### src/rtl/serial_sub.sv
// serial_sub: bit-serial LSB-first subtractor, d = a - b - b_in over WIDTH cycles.
// One full-subtractor cell plus a borrow flip-flop; start/done handshake.
// Optional signed-overflow output enabled by defining SERIAL_SUB_OVF_EN.
module serial_sub #(
   parameter int unsigned WIDTH = 4
) (
   input  logic             clk,
   input  logic             reset_n,
   input  logic             start,
   input  logic [WIDTH-1:0] a,
   input  logic [WIDTH-1:0] b,
   input  logic             b_in,
   output logic             busy,
   output logic             done,
`ifdef SERIAL_SUB_OVF_EN
   output logic             ovf,
`endif
   output logic [WIDTH-1:0] d,
   output logic             b_out
);

   localparam int unsigned CW = $clog2(WIDTH) + 1;

   typedef enum logic {IDLE, RUN} state_t;

   state_t           state, state_nxt;
   logic [WIDTH-1:0] a_sr, a_sr_nxt;
   logic [WIDTH-1:0] b_sr, b_sr_nxt;
   logic [WIDTH-1:0] r_sr, r_sr_nxt;
   logic             br, br_nxt;
   logic [CW-1:0]    cnt, cnt_nxt;
   logic             busy_nxt, done_nxt, b_out_nxt;
   logic [WIDTH-1:0] d_nxt;
   logic             x, y, diff_bit, borrow_bit, last_bit;
`ifdef SERIAL_SUB_OVF_EN
   logic             ovf_nxt;
`endif

   // Full-subtractor cell on the current LSBs and the stored borrow
   assign x          = a_sr[0];
   assign y          = b_sr[0];
   assign diff_bit   = x ^ y ^ br;
   assign borrow_bit = (~x & y) | (~(x ^ y) & br);
   assign last_bit   = (cnt == CW'(WIDTH - 1));

   // Next-state and next-value logic
   always_comb begin
      state_nxt = state;
      a_sr_nxt  = a_sr;
      b_sr_nxt  = b_sr;
      r_sr_nxt  = r_sr;
      br_nxt    = br;
      cnt_nxt   = cnt;
      d_nxt     = d;
      b_out_nxt = b_out;
      done_nxt  = 1'b0;
`ifdef SERIAL_SUB_OVF_EN
      ovf_nxt   = ovf;
`endif
      case (state)
         IDLE: begin
            if (start) begin
               a_sr_nxt  = a;
               b_sr_nxt  = b;
               br_nxt    = b_in;
               cnt_nxt   = '0;
               state_nxt = RUN;
            end
         end
         RUN: begin
            r_sr_nxt = {diff_bit, r_sr[WIDTH-1:1]};
            a_sr_nxt = {1'b0, a_sr[WIDTH-1:1]};
            b_sr_nxt = {1'b0, b_sr[WIDTH-1:1]};
            br_nxt   = borrow_bit;
            cnt_nxt  = cnt + CW'(1);
            if (last_bit) begin
               d_nxt     = {diff_bit, r_sr[WIDTH-1:1]};
               b_out_nxt = borrow_bit;
               done_nxt  = 1'b1;
               state_nxt = IDLE;
`ifdef SERIAL_SUB_OVF_EN
               // br here is the borrow into the MSB
               ovf_nxt   = br ^ borrow_bit;
`endif
            end
         end
         default: state_nxt = IDLE;
      endcase
      busy_nxt = (state_nxt == RUN);
   end

   // State and datapath registers
   always_ff @(posedge clk or negedge reset_n) begin
      if (!reset_n) begin
         state <= IDLE;
         a_sr  <= '0;
         b_sr  <= '0;
         r_sr  <= '0;
         br    <= 1'b0;
         cnt   <= '0;
         busy  <= 1'b0;
         done  <= 1'b0;
         d     <= '0;
         b_out <= 1'b0;
`ifdef SERIAL_SUB_OVF_EN
         ovf   <= 1'b0;
`endif
      end else begin
         state <= state_nxt;
         a_sr  <= a_sr_nxt;
         b_sr  <= b_sr_nxt;
         r_sr  <= r_sr_nxt;
         br    <= br_nxt;
         cnt   <= cnt_nxt;
         busy  <= busy_nxt;
         done  <= done_nxt;
         d     <= d_nxt;
         b_out <= b_out_nxt;
`ifdef SERIAL_SUB_OVF_EN
         ovf   <= ovf_nxt;
`endif
      end
   end

endmodule

### config.mk
export PLATFORM = sky130hd
export DESIGN_NAME = serial_sub
export DESIGN_NICKNAME = d
export VERILOG_FILES = /design/src/rtl/serial_sub.sv
export SDC_FILE = /design/constraint.sdc
export NUM_CORES = 1
export LEC_CHECK = 0
export CAP_MARGIN = 25
export CORE_MARGIN = 4
export CORE_UTILIZATION = 45
export CTS_BUF_LIST = sky130_fd_sc_hd__clkbuf_8
export DETAILED_ROUTE_END_ITERATION = 8
export GPL_TIMING_DRIVEN = 0
export PLACE_DENSITY = 0.68
export SKIP_LAST_GASP = 1
export SLEW_MARGIN = 30
export SYNTH_ARGS = -nofsm -noshare
export SYNTH_HDL_FRONTEND = slang
export SYNTH_SLANG_ARGS = --single-unit
### constraint.sdc
create_clock -name clk -period 4.2 [get_ports clk]
set_input_delay 0.84 -clock clk [delete_from_list [all_inputs] [get_ports clk]]
set_output_delay 0.84 -clock clk [all_outputs]
set_load 0.01 [all_outputs]
# --- Word-level counts from Yosys, hierarchy flattened ---
# Index checks and enable logic that the tools add are counted.
word_totals:
  wordCells: 34
  inputBits: 12
  output_inout_bits: 7
  ff_bits: 23
op_classes:
  bitwise_logic: 8
  n_mux: 13
  addsub: 1
  n_reduce_logical: 1
  n_eq_ne: 2
op_table:
  columns: ["operator", "count"]
  rows:
  - ["$pmux 4 s2", 2]
  - ["$mux 4", 2]
  - ["$pmux 3 s2", 1]
  - ["$mux 1", 5]
  - ["$pmux 1 s2", 2]
  - ["$add 3x1->3 const B", 1]
  - ["$eq 3x2->1 const B", 1]
  - ["$mux 3", 1]
  - ["$not 1->1", 3]
  - ["$and 1x1->1", 2]
  - ["$ne 2x2->1 const B", 1]
  - ["$reduce_and 2->1", 1]
  - ["$xor 1x1->1", 2]
  - ["$or 1x1->1", 1]

# --- Logic depth before layout (Yosys ltp) ---
depth:
  ltp_word: 5
  depth_mapped: 4
  depth_no_buf: 4

# --- Least setup slack after synthesis ---
# OpenSTA, ideal clock, no wires.
synth_timing:
  path_type: "in2reg"
  startpoint: "in start"
  endpoint: "reg br"
  required_time_ps: 4075
  setup_slack_ps: 2858
  stages: 3
  setup_ps: 125
  arrival_time_ps: 1218
  n_path_buf: 1
  path_cell_list: "buf_6 mux2i_1 mux2i_1"
synth_via:
  elab_chain_len: 1
synth_rtl:
  columns: ["item", "line", "source"]
  rows:
  - ["start: declaration", "9", "input logic start,"]
  - ["$ne 2x2->1 (no source line)", null, null]
  - ["end signal: assignment", "113", "br <= br_nxt;"]
  - ["end: declaration", "30", "logic br, br_nxt;"]
# Every way passes these cells.
# A chain may end at the register's enable or synchronous reset.

==> impl_metrics.py <==
metrics = {
    "die": {
        "io_pins": 19,
        "start_util_pct": 48.6,
        "die-area_mm2": 0.00300,
        "fp.dieW_um": 54.8,
        "rows": 16,
        "core-area_mm2": 0.00202,
        "die_y_um": 54.8,
    },
    "timing": {
        "tns_ns": 0,
        "setup_viol": 0,
        "hold_viol": 0,
        "period_share_pct": 47.7,
        "rsz0062_at_grt": "no",
        "report.final.slew_viol_count": 0,
        "worst_slew_pin_slew_ns": 0.488,
        "relSlewSlack_pct": 67.4,
        "fin_crit_ns": 2.00,
        "fmax_ghz": 0.499,
        "skew_ns": 0.00195,
    },
    "clock_tree": {
        "cts_hold_buf": 0,
        "htreeDepth": 1,
        "insertion_delay_ns": 0.26,
        "post_cts_buffers": 0,
        "cts_max_path_buffers": 2,
        "cts_buffers": 3,
        "cts_root_buf": "clkbuf_8",
        "cts_tree": "done",
        "clk_pin_slew_ns": 0.08,
        "numClockSinks": 22,
        "cts.repair.resized": 0,
    },
    "cells_and_area": {
        "drive_above_1_share_pct": 19.8,
        "area_growth_pct": 26.8,
        "mostFrequentLayoutCells": "22 x dfrtp_1, 17 x clkdlybuf4s50_1, 12 x mux2i_1",
        "multi_input_area_um2": 375,
        "fillerInstances": 163,
        "regArea_um2": 551,
        "post-route-util_pct": 61.7,
        "fin_nets": 112,
        "final_common_cell": "dfrtp_1",
        "antenna_cells": 0,
    },
    "route": {
        "final_antenna_net_count": 0,
        "dr.pass1.iters": 2,
        "wl_per_cell_um": 12.6,
        "num_vias": 593,
        "routed_wirelength_mm": 1.55,
        "vias_per_cell": 4.82,
        "drt_first_iter_violations": 4,
        "drcViolationCount": 0,
    },
    "synthesis": {
        "synth_top_family_by_area": "multiplexers",
        "yosysWarnings": 0,
        "synth_compound_area_share_pct": 5.73,
        "ys_types": 19,
        "synthSimpleGateAreaFrac_pct": 6.11,
        "yosysSeqAreaShare_pct": 56.0,
        "synth.area.mux_share_pct": 21.8,
        "synth-seq-cells": 22,
        "synth_adder_area_share_pct": 4.58,
        "synth_area_per_cell_um2": 13.3,
        "synthesis.nets": 89,
        "synth_xor_xnor_area_share_pct": 0,
        "netlist_area_um2": 983,
        "syn-instance-count": 74,
    },
    "critical_path": {
        "ff2ff_path_depth": 4,
        "cp_num_buf_inv": 1,
        "reg2reg_from": "cnt[0]",
        "arrival_ns": 1.16,
        "critical_path_class": "flop to output port",
        "critPathTopFamily": "buffers and inverters",
        "rrSetupSlack_ns": 2.83,
        "max_stage_delay_ns": 0.54,
        "r2r-end": "d[2]",
        "crit_slowest_cell": "clkdlybuf4s50_1",
        "cp_cell_sequence": "clkdlybuf4s50_1",
        "cp-start-kind": "flop",
        "required_ns": 3.36,
        "worst-path-max-fanout": 2,
        "end_kind": "output port",
    },
    "global_routing": {
        "overflow": 0,
        "grt_max_degree": 23,
        "grt_antenna_before_repair": 0,
        "grt_pass1_wl_mm": 2.47,
        "grtUsageTotal_pct": 12.2,
        "grt_pass1_vias": 556,
    },
    "placement": {
        "hpwlAfterDp_mm": 1.08,
        "gp_congestion": 0.673,
        "placement.io_buffers": 18,
    },
    "hold_path": {
        "hold_path.startpoint": "a_sr[2]",
        "holdPathEnd": "a_sr[1]",
        "hold_path.class": "flop to flop",
        "whs_path_depth": 2,
    },
    "power": {
        "p_leak_nw": 0.605,
        "p_per_area_mw_per_mm2": 669,
        "ir_drop_mv": 0.376,
    },
    "run": {
        "maxCapViolCount": 0,
    },
    "outcome": {
        "status": "completed",
    },
}
[power breakdown]
group          leakage [nW]  internal (mW)  switching, mW
Clock                0.0288         0.0835         0.0670
Sequential            0.274          0.302         0.0464
Combinational         0.303          0.201          0.134
Total                 0.605          0.587          0.248
[registers in the layout (all words and copies together) (netlist names)]
| name | count |
|---|---|
| a_sr | 4 |
| b_sr | 4 |
| d | 4 |
| cnt | 3 |
| r_sr | 3 |
| b_out | 1 |
| br | 1 |
| done | 1 |
| state | 1 |
[logic make-up (layout without fill, tap and decap cells)]
logic type / after synthesis / in the layout
AOI/OAI and AO/OA: 9 / 9
adders and majority gates: 3 / 3
buffers and inverters: 9 / 31
DFF: 22 / 22
muxes: 19 / 19
and+or+nand+nor: 12 / 12
[worst max-delay path by stage]
stage	startpoint	end	slack, ns	depth (start not counted)
floorplan	start	br	2.86	3
finish	state	busy	2.20	1
CTS	state	busy	2.18	1
global route	d[3]	d[3]	2.15	1
detailed placement	start	a_sr[2]	2.22	4
global placement	reset_n	b_sr[3]	2.14	1
[routing by layer]
layer  vias up  part of all wire, %  track usage, %
met5         -                    0               0
met4         0                  3.6            11.2
met3         5                  6.0            2.18
met2        17                   47            19.1
met1       279                   43            14.1
li1        292                    -               -
[synth_stat cells (all sizes together)]
cell	n	area [um2]
nand2b	2	12.5
buf	4	38.8
a22o	1	8.76
ha	2	25.0
dfrtp	22	551
nor2	3	13.8
mux2i	12	120
mux2	7	93.8
fa	1	20.0
o21ai	6	30.0
a21oi	1	5.00
nand2	7	33.8
o31ai	1	12.5
inv	5	18.8
[cell type report]
cell class / instances / area share (%)
Multi-Input combinational cell: 43 / 30.1
Timing Repair Buffer: 18 / 14.0
Tap cell: 27 / 2.71
Sequential cell: 22 / 44.1
Clock buffer: 4 / 4.41
Inverter: 5 / 1.50
Buffer: 4 / 3.11
[stage by stage]
step	setup slack, ns	hold WS, ns	instance area, um2	power, mW	cells
after CTS	2.18	0.505	1250	0.851	123
after detailed placement	2.22	0.484	1190	0.695	119
after global routing	2.15	0.516	1250	0.897	123
final	2.20	0.497	1250	0.834	123
after global placement	2.14	0.473	1200	0.684	119
after floorplan	2.86	0.452	983	0.576	74
(Power assumes the default switching activity.)
